<file path="src/rtl/bus_timer.sv">
// bus_timer: memory-mapped 64-bit machine timer (mtime/mtimecmp) with a level interrupt.
// Single-cycle request/response slave: every request is answered exactly one cycle later.
// Optional prescaler at offset 0x14 is compiled in only when BUS_TIMER_PRESCALER_EN is defined;
// without it every enabled cycle is a tick and 0x14 is unmapped.

module bus_timer #(
    parameter int unsigned DataWidth    = 32,
    parameter int unsigned AddressWidth = 32
) (
    input  logic                      clk_i,
    input  logic                      rst_ni,
    input  logic                      req_i,
    input  logic [AddressWidth-1:0]   addr_i,
    input  logic                      we_i,
    input  logic [DataWidth/8-1:0]    be_i,
    input  logic [DataWidth-1:0]      wdata_i,
    output logic                      rvalid_o,
    output logic [DataWidth-1:0]      rdata_o,
    output logic                      err_o,
    output logic                      timer_intr_o
);

    // Word index of each register (addr_i[4:2]).
    localparam logic [2:0] IdxMtimeLo    = 3'd0;
    localparam logic [2:0] IdxMtimeHi    = 3'd1;
    localparam logic [2:0] IdxMtimecmpLo = 3'd2;
    localparam logic [2:0] IdxMtimecmpHi = 3'd3;
    localparam logic [2:0] IdxCtrl       = 3'd4;
`ifdef BUS_TIMER_PRESCALER_EN
    localparam logic [2:0] IdxPrescale   = 3'd5;
`endif

    // Merge new data into old data one byte lane at a time.
    function automatic logic [31:0] apply_be(input logic [31:0] old_val,
                                             input logic [31:0] new_val,
                                             input logic [3:0]  be);
        logic [31:0] res;
        res = old_val;
        for (int i = 0; i < 4; i++) begin
            if (be[i]) begin
                res[i*8 +: 8] = new_val[i*8 +: 8];
            end
        end
        return res;
    endfunction

    // Architectural state
    logic [63:0]          mtime_q, mtime_d;
    logic [63:0]          mtimecmp_q, mtimecmp_d;
    logic                 ctrl_en_q, ctrl_en_d;
    logic                 rvalid_q, rvalid_d;
    logic [DataWidth-1:0] rdata_q, rdata_d;
    logic                 err_q, err_d;
    logic                 intr_q, intr_d;

    // Decode
    logic [2:0]           reg_idx;
    logic                 hit;
    logic [31:0]          reg_rdata;
    logic                 wr_req;
    logic                 wr_mtime_lo, wr_mtime_hi;
    logic                 wr_mtimecmp_lo, wr_mtimecmp_hi;
    logic                 wr_ctrl;
    logic                 tick;

    // Only addr_i[4:2] is decoded; the remaining address bits are deliberately ignored.
    logic                 unused_addr;
    assign unused_addr = ^{addr_i[AddressWidth-1:5], addr_i[1:0]};

    assign reg_idx = addr_i[4:2];
    assign wr_req  = req_i & we_i;

    assign wr_mtime_lo    = wr_req & (reg_idx == IdxMtimeLo);
    assign wr_mtime_hi    = wr_req & (reg_idx == IdxMtimeHi);
    assign wr_mtimecmp_lo = wr_req & (reg_idx == IdxMtimecmpLo);
    assign wr_mtimecmp_hi = wr_req & (reg_idx == IdxMtimecmpHi);
    assign wr_ctrl        = wr_req & (reg_idx == IdxCtrl);

`ifdef BUS_TIMER_PRESCALER_EN
    logic [15:0] prescale_q, prescale_d;
    logic [15:0] presc_cnt_q, presc_cnt_d;
    logic        wr_prescale;

    assign wr_prescale = wr_req & (reg_idx == IdxPrescale);

    // A tick fires when the counter reaches PRESCALE; PRESCALE = 0 ticks every enabled cycle.
    assign tick = ctrl_en_q & (presc_cnt_q == prescale_q);

    // Prescaler register and its free-running counter; writing PRESCALE restarts the count.
    always_comb begin
        prescale_d  = prescale_q;
        presc_cnt_d = presc_cnt_q;
        if (wr_prescale) begin
            prescale_d[7:0]  = be_i[0] ? wdata_i[7:0]  : prescale_q[7:0];
            prescale_d[15:8] = be_i[1] ? wdata_i[15:8] : prescale_q[15:8];
            presc_cnt_d      = 16'd0;
        end else if (ctrl_en_q) begin
            if (presc_cnt_q == prescale_q) begin
                presc_cnt_d = 16'd0;
            end else begin
                presc_cnt_d = presc_cnt_q + 16'd1;
            end
        end
    end

    // Prescaler state, synchronous active-low reset.
    always_ff @(posedge clk_i) begin
        if (!rst_ni) begin
            prescale_q  <= 16'd0;
            presc_cnt_q <= 16'd0;
        end else begin
            prescale_q  <= prescale_d;
            presc_cnt_q <= presc_cnt_d;
        end
    end
`else
    assign tick = ctrl_en_q;
`endif

    // Read mux and hit detection for the request presented this cycle.
    always_comb begin
        hit       = 1'b0;
        reg_rdata = 32'd0;
        case (reg_idx)
            IdxMtimeLo: begin
                hit       = 1'b1;
                reg_rdata = mtime_q[31:0];
            end
            IdxMtimeHi: begin
                hit       = 1'b1;
                reg_rdata = mtime_q[63:32];
            end
            IdxMtimecmpLo: begin
                hit       = 1'b1;
                reg_rdata = mtimecmp_q[31:0];
            end
            IdxMtimecmpHi: begin
                hit       = 1'b1;
                reg_rdata = mtimecmp_q[63:32];
            end
            IdxCtrl: begin
                hit       = 1'b1;
                reg_rdata = {31'd0, ctrl_en_q};
            end
`ifdef BUS_TIMER_PRESCALER_EN
            IdxPrescale: begin
                hit       = 1'b1;
                reg_rdata = {16'd0, prescale_q};
            end
`endif
            default: begin
                hit       = 1'b0;
                reg_rdata = 32'd0;
            end
        endcase
    end

    // mtime: a software write to either half wins over the increment for that cycle.
    always_comb begin
        mtime_d = mtime_q;
        if (wr_mtime_lo || wr_mtime_hi) begin
            if (wr_mtime_lo) begin
                mtime_d[31:0] = apply_be(mtime_q[31:0], wdata_i, be_i);
            end
            if (wr_mtime_hi) begin
                mtime_d[63:32] = apply_be(mtime_q[63:32], wdata_i, be_i);
            end
        end else if (tick) begin
            mtime_d = mtime_q + 64'd1;
        end
    end

    // mtimecmp and CTRL byte-lane writes.
    always_comb begin
        mtimecmp_d = mtimecmp_q;
        ctrl_en_d  = ctrl_en_q;
        if (wr_mtimecmp_lo) begin
            mtimecmp_d[31:0] = apply_be(mtimecmp_q[31:0], wdata_i, be_i);
        end
        if (wr_mtimecmp_hi) begin
            mtimecmp_d[63:32] = apply_be(mtimecmp_q[63:32], wdata_i, be_i);
        end
        if (wr_ctrl && be_i[0]) begin
            ctrl_en_d = wdata_i[0];
        end
    end

    // Response and interrupt next-state; reads return state sampled in the request cycle.
    always_comb begin
        rvalid_d = req_i;
        err_d    = req_i & ~hit;
        rdata_d  = '0;
        if (req_i && !we_i && hit) begin
            rdata_d = reg_rdata;
        end
        intr_d   = (mtime_q >= mtimecmp_q);
    end

    // Timer and response registers, synchronous active-low reset.
    always_ff @(posedge clk_i) begin
        if (!rst_ni) begin
            mtime_q    <= 64'd0;
            mtimecmp_q <= {64{1'b1}};
            ctrl_en_q  <= 1'b0;
            rvalid_q   <= 1'b0;
            rdata_q    <= '0;
            err_q      <= 1'b0;
            intr_q     <= 1'b0;
        end else begin
            mtime_q    <= mtime_d;
            mtimecmp_q <= mtimecmp_d;
            ctrl_en_q  <= ctrl_en_d;
            rvalid_q   <= rvalid_d;
            rdata_q    <= rdata_d;
            err_q      <= err_d;
            intr_q     <= intr_d;
        end
    end

    assign rvalid_o     = rvalid_q;
    assign rdata_o      = rdata_q;
    assign err_o        = err_q;
    assign timer_intr_o = intr_q;

endmodule

</file>
<file path="config.mk">
export PLATFORM = sky130hd
export DESIGN_NAME = bus_timer
export DESIGN_NICKNAME = d
export VERILOG_FILES = /design/src/rtl/bus_timer.sv
export SDC_FILE = /design/constraint.sdc
export NUM_CORES = 1
export LEC_CHECK = 0
export ABC_AREA = 1
export CAP_MARGIN = 20
export CORE_UTILIZATION = 40
export CTS_CLUSTER_DIAMETER = 200
export DETAILED_ROUTE_END_ITERATION = 16
export GPL_TIMING_DRIVEN = 0
export SLEW_MARGIN = 20
export SYNTH_ARGS = -nofsm -noshare
export SYNTH_HDL_FRONTEND = slang
export SYNTH_SLANG_ARGS = --single-unit
</file>
<file path="constraint.sdc">
create_clock -name clk_i -period 2.67 [get_ports clk_i]
set_input_delay 0.534 -clock clk_i [delete_from_list [all_inputs] [get_ports clk_i]]
set_output_delay 0.534 -clock clk_i [all_outputs]
set_load 0.01 [all_outputs]
</file>
# Word level (Yosys, flattened, before mapping)
# Cells that the tools add are included.
[op_classes] n_addsub=1 order_cmp=1 n_eq_ne=10 n_mux=10 bitwise=8 n_reduce_logical=25
[op_table] cell="$pmux 32 s5" count=1
[op_table] cell="$mux 64" count=2
[op_table] cell="$add 64x1->64 const B" count=1
[op_table] cell="$ge 64x64->1" count=1
[op_table] cell="$mux 32" count=2
[op_table] cell="$mux 8" count=4
[op_table] cell="$reduce_and 3->1" count=8
[op_table] cell="$reduce_and 2->1" count=9
[op_table] cell="$ne 2x2->1 const B" count=6
[op_table] cell="$and 1x1->1" count=7
[op_table] cell="$eq 3x2->1 const B" count=2
[op_table] cell="$reduce_or 5->1" count=1
[op_table] cell="$eq 3x1->1 const B" count=1
[op_table] cell="$eq 3x3->1 const B" count=1
[op_table] cell="$logic_and 1x1->1" count=3
[op_table] cell="$logic_not 3->1" count=1
[op_table] cell="$reduce_bool 2->1" count=1
[op_table] cell="$logic_not 1->1" count=1
[op_table] cell="$logic_or 1x1->1" count=1
[op_table] cell="$mux 1" count=1
[op_table] cell="$not 1->1" count=1
[word_totals] register_bits=164 inputBits=72 out_inout_bits=35 word_cells=76

# Logic depth before layout (Yosys ltp)
[depth] depth_word=5 ltp_mapped=15 ltp_nobuf=15

# Worst setup path after synthesis
# OpenSTA, ideal clock, no wires.
[synth_path] path_type="in2reg" from="input port addr_i[3]" to="register mtime_q[50]" setup_ps=117 t_arrival_ps=1613 required_time_ps=2553 path_slack_ps=940 cell_stages=9 path_buffers=1 cell_sequence="inv_1 -> nand3_4 -> nor2_4 -> inv_4 -> o21ai_4 -> buf_4 -> nand2_1 -> a21oi_1 -> nor2_1"
[synth_between] elab_chain_len=5 elab_cells_between_ends=10 cone_classes="eq/ne (3); mux (1); bitwise (2); reduce/logical (4)"
[synth_lines] item="start: declaration" line="13" rtl="input logic [AddressWidth-1:0] addr_i,"
[synth_lines] item="$eq 3x1->1 or $logic_not 3->1 (tied branches)" line="74, 73"
[synth_lines] item="$and 1x1->1 (on tied branches)" line="74, 73"
[synth_lines] item="$logic_or 1x1->1" line="161" rtl="if (wr_mtime_lo || wr_mtime_hi) begin"
[synth_lines] item="$ne 2x2->1 (no source line) or $reduce_bool 2->1 (tied branches)"
[synth_lines] item="$reduce_and 3->1 (no source line)"
[synth_lines] item="end signal: assignment" line="210" rtl="mtime_q <= mtime_d;"
[synth_lines] item="end: declaration" line="48" rtl="logic [63:0] mtime_q, mtime_d;"
# Several ways; a longest one is shown, not always the timed one.
# A chain may end at the register's enable or synchronous reset.

# Worst setup path after layout
[layout_path] from="input port rst_ni" to="register mtimecmp_q[15]"
[layout_rtl] item="start: declaration" line="11" rtl="input logic rst_ni,"
[layout_rtl] item="end signal: assignment" line="203" rtl="mtimecmp_q <= {64{1'b1}};"
[layout_rtl] item="end signal: assignment" line="211" rtl="mtimecmp_q <= mtimecmp_d;"
[layout_rtl] item="end: declaration" line="49" rtl="logic [63:0] mtimecmp_q, mtimecmp_d;"
# No word-level cell between the ends.

==> flow_metrics.tcl <==
set metrics [dict create \
    fin_ws_ns 0.0784 \
    p_leak_nw 5.31 \
    p_seq_frac 0.442 \
    die_w_um 163 \
    setup_tns_ns 0 \
    crit_arrival_ns 2.86 \
    post_drt_via_cell_ratio 5.60 \
    met3_length_um 4070 \
    cts_tree "done" \
    synth_ff_type "dfxtp_1" \
    synth_seq_area_share 0.315 \
    critPathLaunchType "input pin" \
    wl_met1_um 18600 \
    netSwitchingFraction 0.275 \
    nets 1786 \
    pin_count 107 \
    combPwrFrac 0.085 \
    syn_area_um2 10400 \
    yosysTopAreaCell "dfxtp_1" \
    final_common_cell "nand2_1" \
    insertion_delay_ns 0.45 \
    vias 11200 \
    wl_um 43200 \
    worst_pin_slew_ns 1.13 \
    synth_top_cells_by_area "dfxtp_1 (32%), nand2_1 (16%), ha_1 (7.8%)" \
    yosys.cell_types.count 44 \
    cp-end-kind "register" \
    rows 58 \
    wl_per_cell_um 21.7 \
    fin_skew_ns 0.0122 \
    drc_errors 0 \
    ir_drop_mv 0.286 \
    synth_cells 1553 \
    routed.top_layer "met5" \
    route.met2.wl_um 18900 \
    drv_slew 0 \
    cp_max_fo 10 \
    n_antenna_cell 0 \
    maxCapViolations 0 \
    die-height_um 163 \
    ctsLongestPathBuffers 2 \
    synth_edf_count 0 \
    grt-ovfl-total 0 \
    htreeDepth 4 \
    holdWs_ns 0.527 \
    syn_to_final_growth_pct 17.5 \
    clock-sinks 164 \
    final_cell_mix "nand2_1 (438), nor2_1 (183), inv_1 (167), dfxtp_1 (164), a21oi_1 (112)" \
    hold_buffers 0 \
    initial_utilization 0.411 \
    worstSetupPathType "in2reg" \
    fmax_mhz 386 \
    yosysWarnings 0 \
    p_sw_mw 1.59 \
    numCtsBuffers 17 \
    grt_setup_unrepaired "false" \
    grt_max_degree 17 \
    yosysTopAreaCellShare 0.315 \
    dieArea_um2 26700 \
    numPortBuffers 76 \
    hold_violations 0 \
    p_int_mw 4.18 \
    max_slew_margin 0.243 \
    coreArea_um2 25300 \
    outcome "finished, final reports clean" \
    grt_pass1_vias 10400 \
    dp_hpwl_um 33400 \
    hp-class "reg2reg" \
    drt.antenna.violating_nets 0 \
    power.density_nw_per_um2 471 \
    clock_power_share 0.473 \
    avgSynthCellArea_um2 6.71 \
    p_total_mw 5.77 \
    antenna_found_initial 1 \
    finalCritPeriodShare 0.971 \
    cts-root-buf "clkbuf_16" \
    grt_pass1_wl_um 64100 \
    async_flop_share 0 \
    cp_data_required_time_ns 2.93 \
    min_period_ns 2.59 \
    synth_seq_cells 164 \
    setup_viol 0 \
    grt_use_total 0.331 \
    drive_gt1_frac 0.0566 \
    gp_congestion 0.967 \
    drt_pass1_iterations 5 \
    drt_iter0_markers 1130 \
    clkTransAtPathRegs_ns 0.07 \
    dp_slack_ns -0.633 \
    syn_nets 1690 \
]
metal layers:
metal / vias up / track usage
li1: 5338 / -
met1: 5193 / 0.437
met2: 530 / 0.520
met3: 94 / 0.0764
met4: 2 / 0.127
met5: - / 0
state kept, by name, summed over array words and instances (netlist names):
signal and flops:
ctrl_en_q 1, err_o 1, mtime_q 64, timer_intr_o 1, rvalid_o 1, mtimecmp_q 64
rdata_o 32
what timing repair did:
action | CTS | global route
endpoints found under the setup margin | 44 | 16
pin swaps | 1 | 0
gates resized for setup | 4 | 5
buffers inserted | 1 | 0
endpoints found under the hold margin | 0 | 0
kinds of logic after synthesis:
kind of cell | synth area share
buf+inv | 0.0897
compound gates | 0.195
simple gates | 0.297
xor+xnor | 0.0244
flops | 0.315
fa+ha+maj | 0.0781
cell usage after synthesis (19+ instances only):
master    number
o21ai_0       61
ha_1          65
o21ai_1       22
dfxtp_1      164
nand2_1      438
clkbuf_1      28
a21oi_1      112
o211ai_1      64
xnor2_1       19
inv_1        167
nor2_1       187
a31oi_1       23
nand3_1       51
metrics by stage:
stage                     cell area (µm²)  utilization  std cells
after floorplan                     10400            -       1553
after global placement              11600        0.458       1959
after detailed placement            11600        0.458       1959
after CTS                           12200        0.483       1992
after global routing                12200        0.483       1992
final                               12200        0.483       1992
area by class of cell:
type	instances	area, µm²
clock buffer	19	443
tap	330	413
timing repair buffer	77	768
buffer	52	280
sequential	164	3280
inverter	174	657
clock inverter	13	175
fill	2689	13100
multi-input combinational	1163	6220
worst paths after layout:
check                                                  from                          end  slack [ns]  depth (start not counted)
worst min register to register  mtimecmp_q[60]$_SDFFE_PN1P_  mtimecmp_q[60]$_SDFFE_PN1P_        0.53                          2
worst min-delay path            mtimecmp_q[60]$_SDFFE_PN1P_  mtimecmp_q[60]$_SDFFE_PN1P_        0.53                          2
worst max register to register      mtime_q[1]$_SDFFE_PN0P_     mtime_q[50]$_SDFFE_PN0P_        0.22                         10
worst max-delay path                                 rst_ni  mtimecmp_q[15]$_SDFFE_PN1P_        0.08                          4
worst max-delay path, stage by stage:
cell,delay [ns]
clkbuf_1,0.32
clkbuf_1,0.84
clkbuf_1,0.90
o211ai_1,0.24
power by group through the flow:
stage / registers (mW) / logic [mW] / clock network, mW
finish: 2.55 / 0.490 / 2.73
global route: 2.55 / 0.524 / 2.83
CTS: 2.55 / 0.478 / 2.72
detailed placement: 2.60 / 0.473 / 0
global placement: 2.60 / 0.470 / 0
floorplan: 2.58 / 0.241 / 0
(Power assumes the default switching activity.)
